<file path="config.mk">
export PLATFORM = sky130hd
export DESIGN_NAME = fsm_processador_tx_flat
export DESIGN_NICKNAME = d
export VERILOG_FILES = /design/src/rtl/fsm_processador_tx_if.sv /design/src/rtl/fsm_processador_tx.sv /design/src/flat_wrapper.sv
export SDC_FILE = /design/constraint.sdc
export NUM_CORES = 1
export LEC_CHECK = 0
export ABC_AREA = 1
export ABC_CLOCK_PERIOD_IN_PS = 4500
export CORE_UTILIZATION = 55
export DETAILED_ROUTE_END_ITERATION = 10
export PLACE_DENSITY = 0.77
export SLEW_MARGIN = 10
export SYNTH_ARGS = -nofsm -noshare
export SYNTH_HDL_FRONTEND = slang
export SYNTH_SLANG_ARGS = --single-unit
</file>
<file path="constraint.sdc">
create_clock -name clk -period 4.5 [get_ports clk]
set_input_delay 0.45 -clock clk [delete_from_list [all_inputs] [get_ports clk]]
set_output_delay 0.45 -clock clk [all_outputs]
set_load 0.005 [all_outputs]
</file>
<file path="src/rtl/fsm_processador_tx_if.sv">
// Signal bundle between the processor, fsm_processador_tx and peripheral 1.
// The master side writes words and returns ack; the slave side is the transmitter.
interface fsm_processador_tx_if #(
  parameter int WIDTH = 8
);
  logic             wr_en;
  logic [WIDTH-1:0] wr_data;
  logic             err_clr;
  logic [1:0]       ack;
  logic             dado;
  logic             send;
  logic             full;
  logic             empty;
  logic             busy;
  logic             timeout_err;
  logic             ovf_err;
  logic [15:0]      words_sent;

  modport master (
    output wr_en, wr_data, err_clr, ack,
    input  dado, send, full, empty, busy, timeout_err, ovf_err, words_sent
  );

  modport slave (
    input  wr_en, wr_data, err_clr, ack,
    output dado, send, full, empty, busy, timeout_err, ovf_err, words_sent
  );
endinterface

</file>
<file path="src/rtl/fsm_processador_tx.sv">
// Word FIFO feeding a bit-serial four-phase send/ack transmitter, LSB first,
// with a stall watchdog and sticky timeout/overflow flags.
module fsm_processador_tx #(
  parameter int WIDTH   = 8,
  parameter int DEPTH   = 4,
  parameter int TIMEOUT = 64
) (
  input logic                 clk,
  input logic                 rst,
  fsm_processador_tx_if.slave bus
);
  // state | meaning
  // IDLE  | no word in flight; pops the FIFO head when one is queued
  // REQ   | send=1 with the current bit on dado, waiting for ack==01
  // REL   | send=0, bit still on dado, waiting for ack==00

  localparam int PTR_W = $clog2(DEPTH);
  localparam int CNT_W = PTR_W + 1;
  localparam int BIT_W = $clog2(WIDTH);
  localparam int WD_W  = (TIMEOUT > 2) ? $clog2(TIMEOUT) : 1;
  localparam logic [WD_W-1:0] WD_LAST = (TIMEOUT > 0) ? WD_W'(TIMEOUT - 1) : '0;

  typedef enum logic [1:0] {IDLE, REQ, REL} state_t;

  state_t           state;
  logic [WIDTH-1:0] mem [DEPTH];
  logic [PTR_W-1:0] wr_ptr;
  logic [PTR_W-1:0] rd_ptr;
  logic [CNT_W-1:0] count;
  logic [WIDTH-1:0] shreg;
  logic [BIT_W-1:0] bit_cnt;
  logic [WD_W-1:0]  wd_cnt;
  logic             send_q;
  logic             busy_q;
  logic             timeout_q;
  logic             ovf_q;
  logic [15:0]      words_sent_q;

  logic full;
  logic empty;
  logic push;
  logic pop;
  logic wd_hit;
  logic bit_last;

  assign full     = (count == CNT_W'(DEPTH));
  assign empty    = (count == '0);
  assign push     = bus.wr_en && !full;
  assign pop      = (state == IDLE) && !empty;
  assign wd_hit   = (TIMEOUT != 0) && (wd_cnt == WD_LAST);
  assign bit_last = (bit_cnt == BIT_W'(WIDTH - 1));

  always_ff @(posedge clk) begin
    if (push) mem[wr_ptr] <= bus.wr_data;
  end

  // A write while full is dropped and flags overflow even if a pop frees a slot this cycle.
  always_ff @(posedge clk or posedge rst) begin
    if (rst) begin
      wr_ptr <= '0;
      rd_ptr <= '0;
      count  <= '0;
      ovf_q  <= 1'b0;
    end else begin
      if (push) wr_ptr <= wr_ptr + 1'b1;
      if (pop)  rd_ptr <= rd_ptr + 1'b1;
      count <= count + CNT_W'(push) - CNT_W'(pop);
      if (bus.err_clr)          ovf_q <= 1'b0;
      if (bus.wr_en && full)    ovf_q <= 1'b1;
    end
  end

  always_ff @(posedge clk or posedge rst) begin
    if (rst) begin
      state        <= IDLE;
      shreg        <= '0;
      bit_cnt      <= '0;
      wd_cnt       <= '0;
      send_q       <= 1'b0;
      busy_q       <= 1'b0;
      timeout_q    <= 1'b0;
      words_sent_q <= '0;
    end else begin
      if (bus.err_clr) timeout_q <= 1'b0;
      case (state)
        IDLE: begin
          if (pop) begin
            shreg   <= mem[rd_ptr];
            bit_cnt <= '0;
            wd_cnt  <= '0;
            state   <= REQ;
            send_q  <= 1'b1;
            busy_q  <= 1'b1;
          end
        end
        REQ: begin
          if (bus.ack == 2'b01) begin
            state  <= REL;
            send_q <= 1'b0;
            wd_cnt <= '0;
          end else if (wd_hit) begin
            state     <= IDLE;
            send_q    <= 1'b0;
            busy_q    <= 1'b0;
            wd_cnt    <= '0;
            timeout_q <= 1'b1;
          end else begin
            wd_cnt <= wd_cnt + 1'b1;
          end
        end
        REL: begin
          if (bus.ack == 2'b00) begin
            wd_cnt <= '0;
            if (bit_last) begin
              words_sent_q <= words_sent_q + 16'd1;
              state        <= IDLE;
              busy_q       <= 1'b0;
            end else begin
              shreg   <= shreg >> 1;
              bit_cnt <= bit_cnt + 1'b1;
              state   <= REQ;
              send_q  <= 1'b1;
            end
          end else if (wd_hit) begin
            state     <= IDLE;
            busy_q    <= 1'b0;
            wd_cnt    <= '0;
            timeout_q <= 1'b1;
          end else begin
            wd_cnt <= wd_cnt + 1'b1;
          end
        end
        default: begin
          state  <= IDLE;
          send_q <= 1'b0;
          busy_q <= 1'b0;
        end
      endcase
    end
  end

  assign bus.dado        = shreg[0];
  assign bus.send        = send_q;
  assign bus.busy        = busy_q;
  assign bus.full        = full;
  assign bus.empty       = empty;
  assign bus.timeout_err = timeout_q;
  assign bus.ovf_err     = ovf_q;
  assign bus.words_sent  = words_sent_q;
endmodule

</file>
<file path="src/flat_wrapper.sv">
// flat-port wrapper written by rule: the top's interface ports become plain ports
module fsm_processador_tx_flat 
#(
  parameter int WIDTH   = 8,
  parameter int DEPTH   = 4,
  parameter int TIMEOUT = 64
)
  (clk, rst, bus_wr_en, bus_wr_data, bus_err_clr, bus_ack, bus_dado, bus_send, bus_full, bus_empty, bus_busy, bus_timeout_err, bus_ovf_err, bus_words_sent);
  fsm_processador_tx_if #(.WIDTH(WIDTH)) bus_i ();
  input logic clk;
  input logic rst;
  input wire logic [$bits(bus_i.wr_en)-1:0] bus_wr_en;
  input wire logic [$bits(bus_i.wr_data)-1:0] bus_wr_data;
  input wire logic [$bits(bus_i.err_clr)-1:0] bus_err_clr;
  input wire logic [$bits(bus_i.ack)-1:0] bus_ack;
  output wire logic [$bits(bus_i.dado)-1:0] bus_dado;
  output wire logic [$bits(bus_i.send)-1:0] bus_send;
  output wire logic [$bits(bus_i.full)-1:0] bus_full;
  output wire logic [$bits(bus_i.empty)-1:0] bus_empty;
  output wire logic [$bits(bus_i.busy)-1:0] bus_busy;
  output wire logic [$bits(bus_i.timeout_err)-1:0] bus_timeout_err;
  output wire logic [$bits(bus_i.ovf_err)-1:0] bus_ovf_err;
  output wire logic [$bits(bus_i.words_sent)-1:0] bus_words_sent;
  assign bus_i.wr_en = bus_wr_en;
  assign bus_i.wr_data = bus_wr_data;
  assign bus_i.err_clr = bus_err_clr;
  assign bus_i.ack = bus_ack;
  assign bus_dado = bus_i.dado;
  assign bus_send = bus_i.send;
  assign bus_full = bus_i.full;
  assign bus_empty = bus_i.empty;
  assign bus_busy = bus_i.busy;
  assign bus_timeout_err = bus_i.timeout_err;
  assign bus_ovf_err = bus_i.ovf_err;
  assign bus_words_sent = bus_i.words_sent;
  fsm_processador_tx #(.WIDTH(WIDTH), .DEPTH(DEPTH), .TIMEOUT(TIMEOUT)) u_core (.clk(clk), .rst(rst), .bus(bus_i));
endmodule
</file>
* Word-level counts from Yosys, hierarchy flattened *
Memories as Yosys holds them, arrays and structs flattened.
Index checks and enable logic that the tools add are counted.

cells by class
  add/sub/neg operators = 7
  multiply operators = 0
  divide/modulo/power cells = 0
  magnitude comparators = 0
  equal/unequal tests = 12
  shift-type cells = 0
  multiplexer cells = 39
  bitwise logic cells = 0
  reduce and logical (&&, ||, !) cells = 16

operator list
  kind                     count
  $mux W6                  4
  $mux W8                  3
  $mux W1                  18
  $pmux W6 S3              1
  $add A16 B1 Y16 const B  1
  $pmux W8 S2              1
  $mux W3                  3
  $mux W2                  4
  $reduce_and A4 Y1        2
  $add A6 B1 Y6 const B    1
  $eq A3 B3 Y1 const B     2
  $eq A6 B6 Y1 const B     1
  $pmux W1 S3              2
  $pmux W2 S3              1
  $pmux W3 S2              1
  $reduce_and A3 Y1        2
  $add A2 B1 Y2 const B    2
  $eq A2 B1 Y1 const B     2
  $logic_not A2 Y1         2
  $ne A2 B1 Y1 const B     2
  $ne A2 B2 Y1 const B     2
  $reduce_bool A2 Y1       2
  $add A3 B1 Y3            1
  $add A3 B1 Y3 const B    1
  other kinds (10)         13

word-level totals
  bits in registers = 46
  latch bits = 0
  bits in writable memories = 32
  ROM bits = 0
  input port bits = 14
  output and inout port bits = 23
  logic and storage cells = 87
  memories kept = 1

memory list
  memory      words  width  rd ports  clocked after Yosys merged registers in  write ports  RTL line                  text
  u_core.mem  4      8      1         0                                        1            fsm_processador_tx.sv:26  logic [WIDTH-1:0] mem [DEPTH];

* Logic depth before layout (Yosys ltp) *
  depth after elaboration = 5
  gate-level depth with buffers = 11
  mapped depth without buffers = 11

* Worst setup path before layout *
Ideal clock, no wire load.

  kind = register to register
  start = reg u_core.state[0]
  end = reg u_core.count[2]
  setup time = 0.129 ns
  arrival = 1.802 ns
  required time = 4.371 ns
  slack = 2.570 ns
  cell stages (with the launch flop) = 10
  buffers on the path = 0
  clock period less this slack = 1.930 ns
  cells stage by stage = dfrtp_1 -> inv_1 -> ha_1 -> nand2_1 -> inv_1 -> ha_1 -> inv_1 -> ha_1 -> fa_1 -> xor2_1

on the way
  longest elaborated chain between the ends = 3

ends and longest elaborated chain
  what                    RTL line                  text
  from (decl)             fsm_processador_tx.sv:25  state_t state;
  from (signal assigned)  fsm_processador_tx.sv:75  state <= IDLE;
  from (signal assigned)  fsm_processador_tx.sv:91  state <= REQ;
  from (signal assigned)  fsm_processador_tx.sv:98  state <= REL;
  $logic_not A2 Y1        fsm_processador_tx.sv:49  assign pop = (state == IDLE) && !empty;
  $logic_and A1 B1 Y1     fsm_processador_tx.sv:49
  net u_core.pop          fsm_processador_tx.sv:42  logic pop;
  $sub A3 B1 Y3           fsm_processador_tx.sv:67  count <= count + CNT_W'(push) - CNT_W'(pop);
  to (signal assigned)    fsm_processador_tx.sv:67
  to (decl)               fsm_processador_tx.sv:29  logic [CNT_W-1:0] count;

The timed path passes the listed nets, and every way through them passes these cells.
A chain may end at the register's enable or synchronous reset.

* Worst setup path after layout *
Ends and elaborated chain as after synthesis.

==> qor.yml <==
leakage_nw: 2.213
yosysSeqAreaShare: 0.5388
fmax_mhz: 484.3
vias_per_cell: 5.060
postCtsSetupBuffers: 0
cpMaxStageDelayCell: "dfrtp_1"
final-hold-violation-count: 0
number_of_max_slew_violations_in_the_final_report: 0
synthesized_netlist_net_count: 458
grt_start_max_net_pins: 47
cts_inserted_buffers: 9
drt_wl_total_mm: 7.596
hold_class: "flip-flop to flip-flop"
overflow: 0
detail_route.iter0.violations: 153
design.core.area_um2: 6832
drive_gt1_frac: 0.09474
ys.warnings.count: 0
post_dp_cell_area_um2: 4359
max-cap-violations: 0
setup_ws_ps: 2435
gp_congestion: 0.7826
power_per_cell_area_nw_per_um2: 562.0
layout_worst_path_cycle_share: 0.4589
top_cells_by_area_in_the_synthesized_netlist: "dfrtp_1 (29%), edfxtp_1 (25%), nand2_1 (13%)"
detailedPlace.worstSlack_ps: 2316
via_count: 2889
power.ir.vdd_worst_v: 0.0003717
width_of_the_chip_um: 86.43
p_comb_frac: 0.354
design.portCount: 37
netsw_mw: 0.9651
first_global_vias: 2770
post_synth.cell_area_avg_um2: 9.138
area_growth_pct: 17.46
yosysTopAreaCellShare: 0.2936
num_rows: 30
diode_insertion_count_for_antenna_repair: 0
skew_ps: 9.268
cts-hold-fix-buffers: 0
synthCells: 429
maxSlewHeadroom: 0.3681
antenna_found_initial: 0
total_die_area_um2: 7469
cts_repair_resize_count: 0
global_route.usage.total: 0.2235
cts.path.max_buffers: 2
drt_pass1_iterations: 4
series_of_cell_instances_along_the_critical_path: "inv_1 -> ha_1 -> nand2_1 -> inv_1 -> ha_1 -> inv_1 -> ha_1 -> fa_1 -> xor2_1"
synth_top_cell_by_area: "dfrtp_1"
critical_path_source_type: "flip-flop"
remaining_drc_errors: 0
htree_levels: 3
share_seq_of_total_power: 0.400
critPathArrivalTime_ps: 2290
num-fill-cells: 564
clkSinkCount: 78
setup_viol: 0
post-dp-hpwl_mm: 5.138
final_common_cell: "nand2_1"
die_height_um: 86.43
final_cell_area_um2: 4604
synth.ff_latch_count: 78
clock_pin_transition_on_the_worst_setup_and_hold_timing_paths_ps: 80
placed_cells: 555
hold_slack_ps: 489.7
route.antenna.remaining_nets: 0
place.port_buffers: 36
critPathMaxStageDelay_ps: 400
critical_path.max_fanout: 4
outcome: "finished, final reports clean"
fin_tns_setup_ps: 0
clock_power_share: 0.246
worst_setup_path_end_kind: "flip-flop"
slew_of_the_pin_with_the_lowest_slew_margin_ps: 946.4
power_report.internal_total_mw: 1.623
first_pass_grt_wire_length_mm: 12.74
setup.worst_path.class: "flip-flop to flip-flop"
final-instance-count-excl-fill: 571
fin_crit_ps: 2065
power.share.switching: 0.3729
nets: 499
synth.cell_area_um2: 3920
layout.cells.most_common_list: "nand2_1 (133), inv_1 (49), dfrtp_1 (46), nor2_1 (37), clkdlybuf4s50_1 (36)"
crit_required_ps: 4720
yosysUniqueCellTypes: 35
clock_insertion_delay_at_the_later_pin_of_the_skew_report_ps: 350
initial_core_util: 0.5738
clockRootBuffer: "clkbuf_8"
unrepaired_setup_endpoints_after_global_routing: "no"
detail_route.wl_per_cell_um: 13.30
tritoncts: "done"
## final cells by class
| type | count | area, um^2 | share of cell area |
|---|---|---|---|
| multi-input combinational | 288 | 1548 | 0.3361 |
| clock inverter | 7 | 121.4 | 0.02636 |
| sequential | 78 | 2112 | 0.4587 |
| tap | 96 | 120.1 | 0.02609 |
| inverter | 57 | 219.0 | 0.04755 |
| timing repair buffer | 36 | 360.3 | 0.07826 |
| clock buffer | 9 | 123.9 | 0.02690 |
## synth_stat cells (all sizes together)
library cell / number
nand3: 35
edfxtp: 32
o31ai: 1
a22o: 1
nand2: 141
clkinv: 2
a21oi: 2
nor3: 2
nand4: 7
dfrtp: 46
o21ai: 21
inv: 55
nand3b: 1
ha: 14
buf: 6
xor2: 10
or2: 1
nor2: 43
o211ai: 5
fa: 1
xnor2: 2
o22ai: 1
## power by group through the flow
stage               combinational, mW  clock, mW  sequential, mW
finish                          0.916      0.638            1.03
global route                     1.06      0.670            1.05
CTS                             0.927      0.647            1.04
detailed placement              0.908          0            1.05
global placement                0.872          0            1.04
floorplan                       0.735          0           0.992
## critical path, delay by kind of cell, from the launching register on
kind                     cells  cell delay (ps)
XOR/XNOR                     1              170
adder cells (fa/ha/maj)      4             1080
buffers and inverters        3              190
flip-flops                   1              400
AND/OR/NAND/NOR              1              100
## cells by family (layout without fill, tap and decap cells)
| family | after synthesis | after routing | synth area share |
|---|---|---|---|
| AOI/OAI and AO/OA | 31 | 31 | 0.05107 |
| xor gates and xnor gates | 12 | 12 | 0.02681 |
| adders and majority gates | 15 | 15 | 0.04979 |
| buffers and inverters | 63 | 109 | 0.06639 |
| DFF | 78 | 78 | 0.5388 |
| and+or+nand+nor | 230 | 230 | 0.2672 |
## per-stage QoR
step	utilization	power, mW
after global routing	0.6740	2.786
after detailed placement	0.6381	1.957
after global placement	0.6381	1.914
final	0.6740	2.588
after floorplan	-	1.727
after CTS	0.6740	2.608
## routing by layer
| layer | wire, um | GRT usage | up-vias | share of wire |
|---|---|---|---|---|
| met3 | 321 | 0.05905 | 8 | 0.042 |
| met2 | 3741 | 0.3564 | 66 | 0.49 |
| met1 | 3448 | 0.3019 | 1364 | 0.45 |
| met5 | 0 | 0 | - | 0 |
| li1 | - | - | 1451 | - |
| met4 | 85 | 0.06818 | 0 | 0.011 |
## sequential cells by signal (all words and copies together), names as in the netlist
signal / count
u_core.bus.send: 1
u_core.bus.busy: 1
u_core.bus.ovf_err: 1
u_core.bus.words_sent: 16
u_core.wr_ptr: 2
u_core.count: 3
u_core.state: 2
u_core.bus.timeout_err: 1
u_core.rd_ptr: 2
u_core.shreg: 8
u_core.mem: 32
u_core.bit_cnt: 3
u_core.wd_cnt: 6
## worst paths after layout
check / endpoint / cells past startpoint / start / slack, ps
worst max-delay path: u_core.count[2] / 9 / u_core.state[0] / 2440
worst min-delay path: u_core.shreg[0] / 2 / u_core.shreg[0] / 490
worst max register to register: u_core.count[2] / 9 / u_core.state[0] / 2440
worst min register to register: u_core.shreg[0] / 2 / u_core.shreg[0] / 490
max in group asynchronous: u_core.count[0] / 2 / rst / 3270
min in group asynchronous: u_core.wd_cnt[1] / 2 / rst / 630
Note: power is estimated with default switching activity, not from simulation.
